<file path="src/rtl/busarb_pkg.sv">
// busarb_pkg: shared state encoding, grant polarity and owner-width helper for the round-robin bus arbiter
package busarb_pkg;
    typedef logic [1:0] state_t;
    localparam state_t IDLE    = 2'd0;
    localparam state_t GRANT   = 2'd1;
    localparam state_t RELEASE = 2'd2;
    localparam state_t DMA     = 2'd3;
    localparam logic Enable_  = 1'b0;
    localparam logic Disable_ = 1'b1;
    function automatic int owner_w(input int n);
        return (n < 2) ? 1 : $clog2(n);
    endfunction
endpackage

</file>
<file path="src/rtl/busarb_rr_pick.sv">
// rr_pick: rotating-priority search, first set req bit at or after ptr (modulo NMASTER)
module rr_pick import busarb_pkg::*; #(
    parameter int NMASTER = 4,
    localparam int W = owner_w(NMASTER)
) (
    input  logic [NMASTER-1:0] req,
    input  logic [W-1:0]       ptr,
    output logic [W-1:0]       idx,
    output logic               valid
);
    logic [W-1:0] j;
    // Scan from the farthest offset down so the nearest requester wins last.
    always_comb begin
        idx = '0;
        j = '0;
        for (int i = NMASTER - 1; i >= 0; i--) begin
            j = W'((int'(ptr) + i) % NMASTER);
            if (req[j]) idx = j;
        end
    end
    assign valid = |req;
endmodule

</file>
<file path="src/rtl/busarb_rr.sv">
// busarb_rr: round-robin bus arbiter with tenure timeout, one-cycle release turnaround and DMA fallback
module busarb_rr import busarb_pkg::*; #(
    parameter int NMASTER = 4,
    parameter int TIMEOUT = 255,
    parameter int TOWIDTH = 16,
    localparam int W = owner_w(NMASTER)
) (
    input  logic               clk,
    input  logic               reset,
    input  logic [NMASTER-1:0] breq_,
    input  logic [NMASTER-1:0] done,
    input  logic               dmareq,
    output logic [NMASTER-1:0] bgrt_,
    output logic               free_,
    output logic [W-1:0]       owner,
    output logic               timeout
);
    state_t state;
    logic [W-1:0] rr_ptr, pick_idx, ptr_nxt;
    logic [TOWIDTH-1:0] cnt;
    logic pick_valid, to_hit, rel;
    rr_pick #(.NMASTER(NMASTER)) u_pick (
        .req(~breq_), .ptr(rr_ptr), .idx(pick_idx), .valid(pick_valid)
    );
    assign to_hit  = cnt == TOWIDTH'(TIMEOUT);
    assign rel     = done[owner] | breq_[owner] | to_hit;
    assign ptr_nxt = (pick_idx == W'(NMASTER - 1)) ? '0 : pick_idx + 1'b1;
    // RELEASE arbitrates like IDLE, so back-to-back grants are separated by exactly one turnaround cycle.
    always_ff @(posedge clk or posedge reset) begin
        if (reset) begin
            state   <= IDLE;
            bgrt_   <= {NMASTER{Disable_}};
            free_   <= Disable_;
            owner   <= '0;
            timeout <= 1'b0;
            rr_ptr  <= '0;
            cnt     <= '0;
        end else begin
            timeout <= 1'b0;
            case (state)
                IDLE, RELEASE:
                    if (pick_valid) begin
                        state  <= GRANT;
                        bgrt_  <= ~(NMASTER'(1) << pick_idx);
                        owner  <= pick_idx;
                        rr_ptr <= ptr_nxt;
                        cnt    <= '0;
                    end else if (dmareq) begin
                        state <= DMA;
                        free_ <= Enable_;
                    end else begin
                        state <= IDLE;
                    end
                GRANT:
                    if (rel) begin
                        state   <= RELEASE;
                        bgrt_   <= {NMASTER{Disable_}};
                        owner   <= '0;
                        timeout <= to_hit & ~done[owner];
                    end else begin
                        cnt <= cnt + 1'b1;
                    end
                DMA:
                    if (!dmareq || !(&breq_)) begin
                        state <= RELEASE;
                        free_ <= Disable_;
                    end
                default: state <= IDLE;
            endcase
        end
    end
endmodule
</file>
<file path="config.mk">
export PLATFORM = sky130hd
export DESIGN_NAME = busarb_rr
export DESIGN_NICKNAME = d
export VERILOG_FILES = /design/src/rtl/busarb_pkg.sv /design/src/rtl/busarb_rr_pick.sv /design/src/rtl/busarb_rr.sv
export SDC_FILE = /design/constraint.sdc
export NUM_CORES = 1
export LEC_CHECK = 0
export BUFFER_PORTS_ARGS = -buffer_cell sky130_fd_sc_hd__buf_4
export CELL_PAD_IN_SITES_DETAIL_PLACEMENT = 1
export CELL_PAD_IN_SITES_GLOBAL_PLACEMENT = 2
export CORE_MARGIN = 1.5
export CORE_UTILIZATION = 28
export CTS_CLUSTER_DIAMETER = 50
export DETAILED_ROUTE_END_ITERATION = 8
export PLACE_DENSITY = 0.64
export SYNTH_ARGS = -nofsm -noshare
export SYNTH_HDL_FRONTEND = slang
export SYNTH_HIERARCHICAL = 1
export SYNTH_SLANG_ARGS = --single-unit
</file>
<file path="constraint.sdc">
create_clock -name clk -period 2.1 [get_ports clk]
set_input_delay 0.105 -clock clk [delete_from_list [all_inputs] [get_ports clk]]
set_output_delay 0.105 -clock clk [all_outputs]
set_load 0.005 [all_outputs]
</file>
# Yosys cells after proc, flatten, opt, wreduce, memory -nomap -nowiden
# Cells that the tools add are included.
[totals]
input_bits = 11
out_inout_bits = 8
wordCells = 86
reg_bits = 28
[classes]
bitwise_logic = 6
n_mux = 37
addsub = 5
n_reduce_logical = 14
magnitude_cmp = 5
eq_ne = 11
shifts = 1
[ops]
columns = ["operator", "n"]
rows = [
  ["2-to-1 mux 16 bit", 2],
  ["one-hot mux 16 bit (2 select lines)", 1],
  ["2-to-1 mux 2 bit", 11],
  ["adder 16 x 1 -> 16 bit (second input constant)", 1],
  ["== test 16 x 8 -> 1 bit (second input constant)", 1],
  ["< comparator 2 x 3 -> 1 bit (second input constant)", 5],
  ["binary-select mux 1 bit (select 2 bit)", 6],
  ["inequality test 2 bit (second input constant)", 6],
  ["2-to-1 mux 1 bit", 11],
  ["2-to-1 mux 4 bit", 2],
  ["NOT 4 bit", 2],
  ["one-hot mux 4 bit (2 select lines)", 1],
  ["AND reduction 4 bit", 2],
  ["== test 2 bit (second input constant)", 3],
  ["one-hot mux 2 bit (3 select lines)", 1],
  ["AND reduction 3 bit", 2],
  ["adder 2 x 1 -> 2 bit (second input constant)", 2],
  ["adder 2 bit (second input constant)", 2],
  ["one-hot mux 2 bit (2 select lines)", 1],
  ["AND reduction 2 bit", 2],
  ["nonzero test 2 bit", 2],
  ["OR reduction 4 bit", 1],
  ["left shift 1 x 2 -> 4 bit (first input constant)", 1],
  ["== test 2 x 1 -> 1 bit (second input constant)", 1],
  ["8 further kinds", 10],
]

# Longest topological paths before layout
[depth]
ltp_word = 11
depth_mapped = 9
ltp_nobuf = 8

# Hierarchy
# The synthesis kept the hierarchy.
[by_module_without_submodules]
columns = ["module", "seq_area_each_um2", "area_each_um2", "n_inst", "cells_each"]
rows = [
  ["busarb_rr", 706.9, 1561.5, 1, 161],
  ["rr_pick", 0.0, 77.6, 1, 13],
]

# Worst setup path before layout
# Ideal clock, no wire load.
[synth_path]
kind = "flip-flop to flip-flop"
startpoint = "reg cnt[12]"
endpoint = "reg cnt[15]"
path_stages_with_launch = 8
setup_ns = 0.117
path_buffers = 2
synth_period_minus_slack_ns = 2.147
required_time_ns = 1.983
setup_slack_ns = -0.047
arrival_ns = 2.030
path_cell_list = "dfrtp_1 -> or4_1 -> or4_1 -> buf_2 -> and3_1 -> buf_4 -> a21oi_2 -> nor2_2"
[synth_between]
elab_chain_cells = 4
elab_cells_between_ends = 7
cone_classes = "add/sub (1); eq/ne (2); mux (2); bitwise (1); reduce/logical (1)"
[synth_lines]
columns = ["element", "line_no", "source"]
rows = [
  ["start, declared", "busarb_rr.sv:20", "logic [TOWIDTH-1:0] cnt;"],
  ["start signal, assigned", "busarb_rr.sv:61", "cnt <= cnt + 1'b1;"],
  ["parallel branches: the longest is 4 deep, another holds adder 16 x 1 -> 16 bit", "n/a", ""],
]
# Parallel ways; which one is timed is not known. The select of a mux whose other input is x is not followed.
# A chain may end at the register's enable or synchronous reset.

# Final worst setup path
[layout_path]
startpoint = "reg cnt[12]"
endpoint = "reg cnt[4]"
[layout_between]
elab_chain_cells = 4
[layout_lines]
columns = ["element", "line_no", "source"]
rows = [
  ["== test 16 x 8 -> 1 bit", "busarb_rr.sv:25", "assign to_hit = cnt == TOWIDTH'(TIMEOUT);"],
  ["bitwise OR 1 bit", "busarb_rr.sv:26", "assign rel = done[owner] | breq_[owner] | to_hit;"],
  ["inequality test 2 bit (no line)", "n/a", ""],
  ["AND reduction 3 bit (no line)", "n/a", ""],
]
# No other way between the ends.

==> impl_results.md <==
- DIE HEIGHT: 79.5 µm
- Sw Share: 0.390
- Fin Hold WS: 0.156 ns
- Clock Latency Late Sink: 0.27 ns
- M2 GR Usage: 0.291
- Leakage: 0.944 nW
- CP startpoint kind: register
- Vias in the first global route: 1626
- Routed WL: 4600 µm
- Critical path required time: 2.29 ns
- Placement Rows: 27
- Final setup fails: 12
- CTS Buffer Depth: 2
- Post-synthesis sequential area ratio: 0.431
- GR Util met3: 0.0343
- CTS tree: built
- DRT antenna net count: 0
- Net Count, Synth: 190
- Remaining Overflow, GRT: 0
- Synth Instances: 174
- Root Driver: clkbuf_8
- Setup TNS Final: -0.265 ns
- Initial core utilization: 0.294
- Final worst slack: -0.0440 ns
- Core Box Area: 5570 µm²
- Synth warnings: 6
- WS Path Type: register to register
- Largest net degree at the start of global routing: 29
- Worst IR Drop VDD: 0.000538 V
- CP Capture Type: register
- Failing checks: negative setup slack
- Util after Layout: 0.394
- Fin. Hold Viols: 0
- Clk pwr share: 0.146
- Max Clk Rate: 466 MHz
- Vias per cell: 5.24
- GPL Wtd Cong: 0.735
- CTS Sinks: 28
- Net count reported at finish: 232
- Synth Register Bits: 28
- Post-Synthesis Cell Area: 1640 µm²
- First-pass GRT wire length: 7850 µm
- Syn_area_per_cell: 9.42 µm²
- Initial antenna violation count: 0
- Combinational share of power: 0.509
- Num ports: 19
- Hpwl dp: 3460 µm
- Total die area: 6320 µm²
- Pint: 1.40 mW
- Total power: 2.30 mW
- Minimum clock period: 2.14 ns
- Antenna diode count: 0
- Least-Margin Pin Slew: 0.472 ns
- Synth cell types: 37
- DRT iter0 DRCs: 33
- Crit path arrival time: 2.33 ns
- Finished Layout Cells: 287
- DR WL/cell: 16.0 µm
- DR vias: 1504
- Area delta synth->final: 34.0%
- Outcome: complete, but fails checks
- HP Class: input pin to register
- Share of cells above drive strength 1: 0.414
- Flop pwr share: 0.346
- Post-route cell area: 2200 µm²
- Met1 GRT Util: 0.191
- Clock slew seen by the registers of the worst setup and hold paths: 0.10 ns
- DP Area: 2010 µm²
- Period utilisation layout: 1.02
- Net Switching: 900 µW
- GRT Overall Usage: 0.159
- Top Usage Layer GRT: met2
- RSZ-0062 raised after global routing: yes
- Num CTS Buffers: 3
- DR pass1 iterations: 3
- Placed insts: 279
- Port buffer count: 18
- Die W: 79.5 µm
- Post-route DRC: 0
- CP max FO: 7
- MaxCap Viol Count: 0
- Pre-CTS WS: -0.0897 ns
- Pwr/cell area: 1050 nW/µm²
- Fin Clk Skew: 0.00349 ns
- Max-slew violations: 0
- # H-tree levels: 1
- Slew HR: 0.683
[synthesized netlist by cell type]
master	number	share of area
dfrtp_1	23	0.35
nand2_1	18	0.041
nor2_1	18	0.041
nand3_1	9	0.027
o21ai_0	9	0.027
o21ai_2	8	0.043
inv_1	7	0.016
o21ai_1	7	0.021
a31oi_1	6	0.023
nand4_1	6	0.023
dfstp_2	5	0.080
ha_1	5	0.038
nor3_1	5	0.015
o31ai_1	5	0.023
a2bb2oi_2	4	0.037
clkbuf_1	4	0.0092
nand2b_1	4	0.015
a21oi_1	3	0.0092
a22o_1	3	0.016
and3_1	3	0.011
or4_1	3	0.014
a21oi_2	2	0.011
mux4_2	2	0.027
nor2b_1	2	0.0076
a211oi_1	1	0.0046
a211oi_2	1	0.0076
a31oi_4	1	0.013
and2_1	1	0.0038
buf_2	1	0.0031
buf_4	1	0.0046
buf_6	1	0.0069
mux2i_1	1	0.0061
nand2b_2	1	0.0053
nand3b_1	1	0.0046
nor2_2	1	0.0038
nor3b_1	1	0.0046
nor4_1	1	0.0038
[cell usage in the layout (no fill, tap or decap), types with 3 or more instances in the layout]
cell / n
buf_4: 39
dfrtp_1: 23
nor2_1: 17
o21ai_2: 17
nand2_1: 17
nand3_1: 9
inv_1: 7
nand4_1: 6
a31oi_1: 6
o21ai_1: 5
ha_1: 5
dfstp_2: 5
nand2b_1: 4
a2bb2oi_2: 4
nor3_1: 4
clkbuf_8: 4
a22o_1: 3
a21oi_1: 3
o31ai_1: 3
[logic make-up (layout without fill, tap and decap cells)]
family | after synthesis | in the layout | share of synthesized area
DFF | 28 | 28 | 0.431
buffers and inverters | 14 | 55 | 0.0397
and+or+nand+nor | 74 | 74 | 0.222
adders and majority gates | 5 | 5 | 0.0382
muxes | 3 | 3 | 0.0336
AOI/OAI and AO/OA | 50 | 50 | 0.235
[sequential cells by signal, indices dropped and copies added (netlist names)]
register  count
bgrt_         4
state         2
owner         2
cnt          16
rr_ptr        2
timeout       1
free_         1
[power groups by stage]
stage,Combinational (mW),Sequential [mW],Clock (mW)
2_1_floorplan,0.694,0.771,0
3_3_place_gp,1.00,0.800,0
3_5_place_dp,1.03,0.804,0
4_1_cts,1.18,0.800,0.352
5_1_grt,1.28,0.821,0.376
6_report,1.17,0.797,0.336
[cell type report]
type | count | area (µm²)
fill | 653 | 3380
multi-input combinational | 132 | 950
sequential | 28 | 707
timing repair buffer | 44 | 369
tap | 72 | 90.1
clock buffer | 4 | 55.1
inverter | 7 | 26.3
[routing by layer]
| layer | vias to the layer above | part of all wire |
|---|---|---|
| li1 | 719 | - |
| met4 | 0 | 0.013 |
| met3 | 8 | 0.027 |
| met5 | - | 0 |
| met1 | 761 | 0.44 |
| met2 | 16 | 0.52 |
[final timing paths]
path | start | endpoint | slack [ns] | cells after the start
worst max-delay path | cnt[12] | cnt[4] | -0.04 | 6
worst min-delay path | breq_[0] | state[0] | 0.16 | 3
worst max register to register | cnt[12] | cnt[4] | -0.04 | 6
worst min register to register | bgrt_[3] | bgrt_[3] | 0.52 | 1
max in group asynchronous | reset | bgrt_[2] | 1.33 | 4
min in group asynchronous | reset | state[1] | 0.45 | 4
[repair_timing]
action / CTS / global route
gates cloned: 1 / 0
hold buffers: 2 / 0
setup buffers: 1 / 0
endpoints found under the hold margin: 24 / 0
gates resized for setup: 22 / 8
pin swaps: 12 / 6
endpoints found under the setup margin: 21 / 23
[worst max-delay path, cell delays in order (launching register included)]
cell       delay (ns)
dfrtp_1          0.40
or4_4            0.55
or4_4            0.54
a31oi_4          0.24
clkbuf_16        0.21
o21ai_2          0.05
o31ai_1          0.05
(Power assumes the default switching activity.)
